File: config.mk
export PLATFORM = sky130hd
export DESIGN_NAME = or_reduce_seq_flat
export DESIGN_NICKNAME = d
export VERILOG_FILES = /design/src/rtl/or_reduce_seq_if.sv /design/src/rtl/or_reduce_seq.sv /design/src/flat_wrapper.sv
export SDC_FILE = /design/constraint.sdc
export NUM_CORES = 1
export LEC_CHECK = 0
export CORE_ASPECT_RATIO = 0.6
export CORE_MARGIN = 5
export CORE_UTILIZATION = 52
export CTS_BUF_LIST = sky130_fd_sc_hd__clkbuf_16
export DETAILED_ROUTE_END_ITERATION = 10
export PLACE_DENSITY = 0.78
export SLEW_MARGIN = 15
export SYNTH_ARGS = -nofsm -noshare
export SYNTH_HDL_FRONTEND = slang
export SYNTH_SLANG_ARGS = --single-unit
File: constraint.sdc
create_clock -name clk -period 1.88 [get_ports clk]
set_input_delay 0.188 -clock clk [delete_from_list [all_inputs] [get_ports clk]]
set_output_delay 0.188 -clock clk [all_outputs]
set_load 0.02 [all_outputs]
File: src/rtl/or_reduce_seq_if.sv
// Requester-side handshake bundle for the serial OR-reduction engine.
// Carries start/operand towards the engine and busy/done/result back.
interface or_reduce_seq_if #(
  parameter int WIDTH = 16
);
  logic             start;
  logic [WIDTH-1:0] in;
  logic             busy;
  logic             done;
  logic             out;

  modport master (
    output start, in,
    input  busy, done, out
  );

  modport slave (
    input  start, in,
    output busy, done, out
  );
endinterface

File: src/rtl/or_reduce_seq.sv
// Bit-serial OR-reduction: folds a WIDTH-bit word one bit per clock
// through a single 2-input Or gate, with a start/busy/done handshake.
module Or (
  input  logic a,
  input  logic b,
  output logic out
);
  assign out = a | b;
endmodule

module or_reduce_seq #(
  parameter int WIDTH      = 16,
  parameter int EARLY_EXIT = 0
) (
  input  logic           clk,
  input  logic           reset,
  or_reduce_seq_if.slave bus
);
  localparam int CW = $clog2(WIDTH + 1);
  localparam logic [CW-1:0] LAST = CW'(WIDTH - 1);

  typedef enum logic [1:0] {
    IDLE,
    RUN,
    DONE
  } state_t;

  state_t           state, state_n;
  logic [WIDTH-1:0] sh, sh_n;
  logic [CW-1:0]    cnt, cnt_n;
  logic             acc, acc_n;
  logic             res, res_n;
  logic             or_y;

  Or u_or (
    .a  (acc),
    .b  (sh[0]),
    .out(or_y)
  );

  always_ff @(posedge clk) begin
    if (reset) begin
      state <= IDLE;
      sh    <= '0;
      cnt   <= '0;
      acc   <= 1'b0;
      res   <= 1'b0;
    end else begin
      state <= state_n;
      sh    <= sh_n;
      cnt   <= cnt_n;
      acc   <= acc_n;
      res   <= res_n;
    end
  end

  always_comb begin
    state_n = state;
    sh_n    = sh;
    cnt_n   = cnt;
    acc_n   = acc;
    res_n   = res;
    case (state)
      IDLE: begin
        if (bus.start) begin
          sh_n    = bus.in;
          acc_n   = 1'b0;
          cnt_n   = '0;
          state_n = RUN;
        end
      end
      RUN: begin
        acc_n = or_y;
        sh_n  = sh >> 1;
        cnt_n = cnt + CW'(1);
        // result latched only on the exiting edge
        if (cnt == LAST ||
            (EARLY_EXIT != 0 && or_y)) begin
          state_n = DONE;
          res_n   = or_y;
        end
      end
      DONE: state_n = IDLE;
      default: state_n = IDLE;
    endcase
  end

  assign bus.busy = (state != IDLE);
  assign bus.done = (state == DONE);
  assign bus.out  = res;
endmodule

File: src/flat_wrapper.sv
// flat-port wrapper written by rule: the top's interface ports become plain ports
module or_reduce_seq_flat 
#(
  parameter int WIDTH      = 16,
  parameter int EARLY_EXIT = 0
)
  (clk, reset, bus_start, bus_in, bus_busy, bus_done, bus_out);
  or_reduce_seq_if #(.WIDTH(WIDTH)) bus_i ();
  input  logic clk;
  input  logic reset;
  input wire logic [$bits(bus_i.start)-1:0] bus_start;
  input wire logic [$bits(bus_i.in)-1:0] bus_in;
  output wire logic [$bits(bus_i.busy)-1:0] bus_busy;
  output wire logic [$bits(bus_i.done)-1:0] bus_done;
  output wire logic [$bits(bus_i.out)-1:0] bus_out;
  assign bus_i.start = bus_start;
  assign bus_i.in = bus_in;
  assign bus_busy = bus_i.busy;
  assign bus_done = bus_i.done;
  assign bus_out = bus_i.out;
  or_reduce_seq #(.WIDTH(WIDTH), .EARLY_EXIT(EARLY_EXIT)) u_core (.clk(clk), .reset(reset), .bus(bus_i));
endmodule
# After elaboration in Yosys (flattened, before gate mapping)
# Cells that the tools add are included.
# word_totals
latchBits	0
ramBits	0
memories	0
romBits	0
ff_bits	25
# op_classes
n_lt_le_gt_ge	0
n_reduce_logical	6
n_div	0
shifts	0
n_mul	0
n_mux	9
n_eq_ne	5
addsub	1
bitwise_logic	1
# ops
operator	count
$pmux W16 S2	1
$mux W16	1
$pmux W5 S2	1
$reduce_and A2 Y1	3
$add A5 B1 Y5 const B	1
$eq A5 B4 Y1 const B	1
$mux W5	1
$mux W2	2
$pmux W2 S2	1
$reduce_bool A2 Y1	2
$eq A2 B1 Y1 const B	1
$eq A2 B2 Y1 const B	1
$logic_not A2 Y1	1
$ne A2 B1 Y1 const B	1
$ne A2 B2 Y1 const B	1
$pmux W1 S2	1
$mux W1	1
$or A1 B1 Y1	1

# Depth between registers and ports, before layout
# logic_depth
ltp_word	3
mapped_depth	6
ltp_nobuf	5

# Hierarchy
# Synthesis repeated with hierarchy kept, for this count alone.
# hier_totals
hier_cells	136
hier_area_um2	1182.4
# modules_own_cells
mod	cells_each	area_per_inst_um2	n_inst
or_reduce_seq	135	1176.1	1
Or	1	6.3	1

# Least setup slack after synthesis
# Ideal clock, no wire load.
# synth_path
path_type	register to register
start	register u_core.cnt[0]
end	register u_core.state[0]
stages_incl_launch_ff	6
slack_ns	0.548
setup_ns	0.078
arrival_ns	1.254
path_buffers	0
required_time_ns	1.802
path_cell_list	dfxtp_1 -> ha_1 -> and3_1 -> ha_1 -> mux2_2 -> nor3_1
# synth_via
elab_chain_cells	3
# synth_lines
element	line	source
from (decl)	or_reduce_seq.sv:30	logic [CW-1:0] cnt, cnt_n;
from (signal assigned)	or_reduce_seq.sv:51	cnt <= cnt_n;
$eq A5 B4 Y1	or_reduce_seq.sv:77	if (cnt == LAST ||
$ne A2 B1 Y1 (no source line)	-	
$reduce_and A2 Y1 (no source line)	-	
to (signal assigned)	or_reduce_seq.sv:49	state <= state_n;
to (decl)	or_reduce_seq.sv:28	state_t state, state_n;
# No other way between the ends.
# A chain may end at the register's enable or synchronous reset.

# Final worst setup path
# layout_path
start	register u_core.state[1]
end	output port bus_done
# layout_via
elab_chain_cells	1
# layout_lines
element	line	source
$eq A2 B2 Y1	or_reduce_seq.sv:89	assign bus.done = (state == DONE);
to (decl)	flat_wrapper.sv:14	output wire logic [$bits(bus_i.done)-1:0] bus_done;
# No other way between the ends.

==> reports/summary.log <==
INFO  place          estimated_wirelength_of_the_detail_placed_design=1.892mm
INFO  worst_setup_path worstPathArrival=1.49ns
INFO  global_route   globalRouteTotalUtil=0.1518
INFO  worst_setup_path start_kind=flop
INFO  worst_setup_path path_class=reg -> out
INFO  routing        detail_route.drc_violations=0
INFO  worst_setup_path crit_path_max_incr_delay=0.62ns
INFO  synthesis      syn-num-nets=194
INFO  routing        antenna_left=0
INFO  layout         layout.core_utilization=0.6569
INFO  synthesis      syn-instance-count=173
INFO  pwr            power.static_leakage=0.6748nW
INFO  synthesis      synth_top_area_share=0.3752
INFO  sta            totalNegativeSetupSlack=0ns
INFO  routing        dr.pass1.iters=4
INFO  worst_setup_path critical-path-slowest-cell=sky130_fd_sc_hd__clkdlybuf4s50_1
INFO  global_route   overflow=0
INFO  layout         mostFrequentLayoutCells=sky130_fd_sc_hd__nor2_1 (35), sky130_fd_sc_hd__a21oi_1 (34), sky130_fd_sc_hd__dfxtp_1 (25)
INFO  clock_network  clock_tree_buffer_depth=2
INFO  worst_setup_path critPathBufInv=1
INFO  layout         post_route_cells_drive_above_1_share=0.1481
INFO  synthesis      yosys_register_bits=25
INFO  clock_network  post_cts_buffers=0
INFO  clock_network  post_cts_hold_buffer_count=0
INFO  outcome        outcome=completed
INFO  place          place_area=1555um^2
INFO  layout         finalNetCount=211
INFO  routing        drt-total-wl=2.919mm
INFO  sta            final.setup.worst_slack=0.2065ns
INFO  pwr            pwr_density=769.3nW/um^2
INFO  place          gp_congestion=0.7486
INFO  die            die_h=49.23um
INFO  global_route   grt_pass1_wl=4.512mm
INFO  sta            max-slew-margin-rel=0.7717
INFO  synthesis      syn-cell-area=1334um^2
INFO  sta            tightest_slew=0.3418ns
INFO  clock_network  clock-root-buffer=sky130_fd_sc_hd__clkbuf_16
INFO  layout         mostFrequentLayoutCell=sky130_fd_sc_hd__nor2_1
INFO  min_path       timing.hold.worst.class=reg -> reg
INFO  global_route   number_of_global_route_vias_before_repair=1048
INFO  synthesis      yosys.area.top_type=sky130_fd_sc_hd__dfxtp_1
INFO  die            die_width=75.38um
INFO  layout         multi_input_area=688.2um^2
INFO  clock_network  clk_pin_slew=0.06ns
INFO  global_route   initial_antenna_violation_count=0
INFO  sta            timing_hold_violations_final=0
INFO  pwr            vdd.ir_drop.worst=498.8uV
INFO  routing        routed_wire_length_per_instance=13.21um
INFO  clock_network  number_of_sinks_on_the_clock_net=25
INFO  place          placed_cells_incl_taps=217
INFO  routing        dr.first_iter.drc_count=145
INFO  synthesis      ys_types=32
INFO  sta            rsz_0062_raised_after_global_routing=false
INFO  place          place.port_buffers=21
INFO  place          dp_slack=0.3877ns
INFO  sta            layout_worst_path_cycle_share=0.8902
INFO  layout         reg_area=500.5um^2
INFO  sta            final.setup_skew=0.002163ns
INFO  layout         diodes=0
INFO  routing        vias=1227
INFO  sta            finalSetupViolations=0
INFO  synthesis      number_of_warnings_reported_in_the_yosys_synthesis_log=0
INFO  synthesis      synth.avg_cell_area=7.710um^2
INFO  global_route   grt_max_degree=26
INFO  routing        vias_per_cell=5.552
INFO  run            drv_cap=0
INFO  sta            timing_max_transition_violations_final=0
INFO  synthesis      synth_area_leaders=sky130_fd_sc_hd__dfxtp_1 (38%), sky130_fd_sc_hd__a21oi_1 (13%), sky130_fd_sc_hd__o221a_2 (13%), sky130_fd_sc_hd__nor2_1 (9.8%), sky130_fd_sc_hd__inv_1 (4.8%)
INFO  layout         area_growth=22.51%
INFO  synthesis      synth-seq-area-share=0.3752
INFO  sta            post-route-min-period=1.674ns
INFO  clock_network  cts_made_buffers=3
INFO  clock_network  clkLatencyLatePin=0.26ns
INFO  worst_setup_path worst_path_dominant_cell_family=buffers and inverters
INFO  worst_setup_path path_cells=nor2b_1 -> clkdlybuf4s50_1
INFO  worst_setup_path cp.required=1.69ns
INFO  layout         final_cells=221
INFO  die            rows=14
INFO  pwr            finalPower=1.257mW
INFO  sta            clock.fmax=597.5MHz
INFO  worst_setup_path crit_path_end_kind=output pin
INFO  sta            fin_worst_hold_slack=0.4949ns
INFO  die            core=2487um^2
INFO  die            die-area=3711um^2
INFO  layout         fin_area=1634um^2
INFO  die            floorplan.initialDensity=0.5362
INFO  clock_network  cts_tree=done
INFO  clock_network  cts.repair.resized=0
INFO  layout         filler_cell_count=208
INFO  clock_network  max_h_tree_level=1
INFO  die            floorplan.io_pins=22
INFO  worst_setup_path timing.critical_path.fanout_max=7
==> per-layer routing <==
layer  wire, um  GRT usage
met5          0          0
met4         19    0.02907
met3        163    0.04527
met2       1318     0.2464
met1       1418     0.1983
==> where the power goes <==
| part | internal, mW | total, mW | switching, mW |
|---|---|---|---|
| Combinational | 0.105 | 0.195 | 0.0908 |
| Clock | 0.284 | 0.467 | 0.183 |
| Sequential | 0.565 | 0.594 | 0.0292 |
==> area by class of cell <==
cell class                 count  area share
clock buffer                   3     0.04594
timing repair buffer          28      0.1608
clock inverter                 1    0.002297
tap                           32     0.02450
multi-input combinational    115      0.4211
sequential                    25      0.3063
inverter                      17     0.03905
==> final timing paths <==
kind / from / end / slack (ns) / cells past startpoint
worst max-delay path: u_core.state[1] / bus_done / 0.21 / 2
worst min-delay path: u_core.cnt[4] / u_core.cnt[4] / 0.49 / 2
worst max register to register: u_core.state[0] / u_core.cnt[3] / 0.43 / 4
worst min register to register: u_core.cnt[4] / u_core.cnt[4] / 0.49 / 2
==> worst register-to-register path, cell delays in order (launching register included) <==
cell and delay [ns]:
sky130_fd_sc_hd__dfxtp_1 0.37, sky130_fd_sc_hd__buf_4 0.29, sky130_fd_sc_hd__nand2b_4 0.19, sky130_fd_sc_hd__or3_1 0.38, sky130_fd_sc_hd__a31oi_1 0.15
==> state kept, by name, summed over array words and instances (netlist names) <==
name and cells:
u_core.bus.out 1, u_core.acc 1, u_core.sh 16, u_core.cnt 5
u_core.state 2
==> cell families (layout without fill, tap and decap cells) <==
group / Yosys count / after routing / share of synthesized area
mux: 2 / 2 / 0.01595
simple gates: 53 / 53 / 0.1811
buf+inv: 33 / 49 / 0.1088
fa+ha+maj: 2 / 2 / 0.01876
flops: 25 / 25 / 0.3752
compound gates: 58 / 58 / 0.3002
==> Yosys cell counts <==
| cell | instances |
|---|---|
| sky130_fd_sc_hd__a21o_1 | 1 |
| sky130_fd_sc_hd__a21oi_1 | 34 |
| sky130_fd_sc_hd__a22oi_1 | 1 |
| sky130_fd_sc_hd__a2bb2oi_1 | 1 |
| sky130_fd_sc_hd__a311oi_1 | 1 |
| sky130_fd_sc_hd__a31oi_1 | 1 |
| sky130_fd_sc_hd__and2b_1 | 1 |
| sky130_fd_sc_hd__and3_1 | 1 |
| sky130_fd_sc_hd__buf_1 | 1 |
| sky130_fd_sc_hd__buf_2 | 8 |
| sky130_fd_sc_hd__buf_4 | 1 |
| sky130_fd_sc_hd__buf_6 | 1 |
| sky130_fd_sc_hd__clkbuf_1 | 5 |
| sky130_fd_sc_hd__dfxtp_1 | 25 |
| sky130_fd_sc_hd__ha_1 | 2 |
| sky130_fd_sc_hd__inv_1 | 17 |
| sky130_fd_sc_hd__mux2_2 | 1 |
| sky130_fd_sc_hd__mux2i_1 | 1 |
| sky130_fd_sc_hd__nand2_1 | 4 |
| sky130_fd_sc_hd__nand2b_1 | 1 |
| sky130_fd_sc_hd__nand2b_4 | 1 |
| sky130_fd_sc_hd__nand3_1 | 2 |
| sky130_fd_sc_hd__nand3b_1 | 1 |
| sky130_fd_sc_hd__nor2_1 | 35 |
| sky130_fd_sc_hd__nor2b_1 | 3 |
| sky130_fd_sc_hd__nor3_1 | 1 |
| sky130_fd_sc_hd__nor3b_1 | 1 |
| sky130_fd_sc_hd__o21ai_0 | 3 |
| sky130_fd_sc_hd__o21bai_1 | 1 |
| sky130_fd_sc_hd__o221a_2 | 15 |
| sky130_fd_sc_hd__or2_2 | 1 |
| sky130_fd_sc_hd__or3_1 | 1 |
No activity file was read; power rests on OpenSTA's default activity.
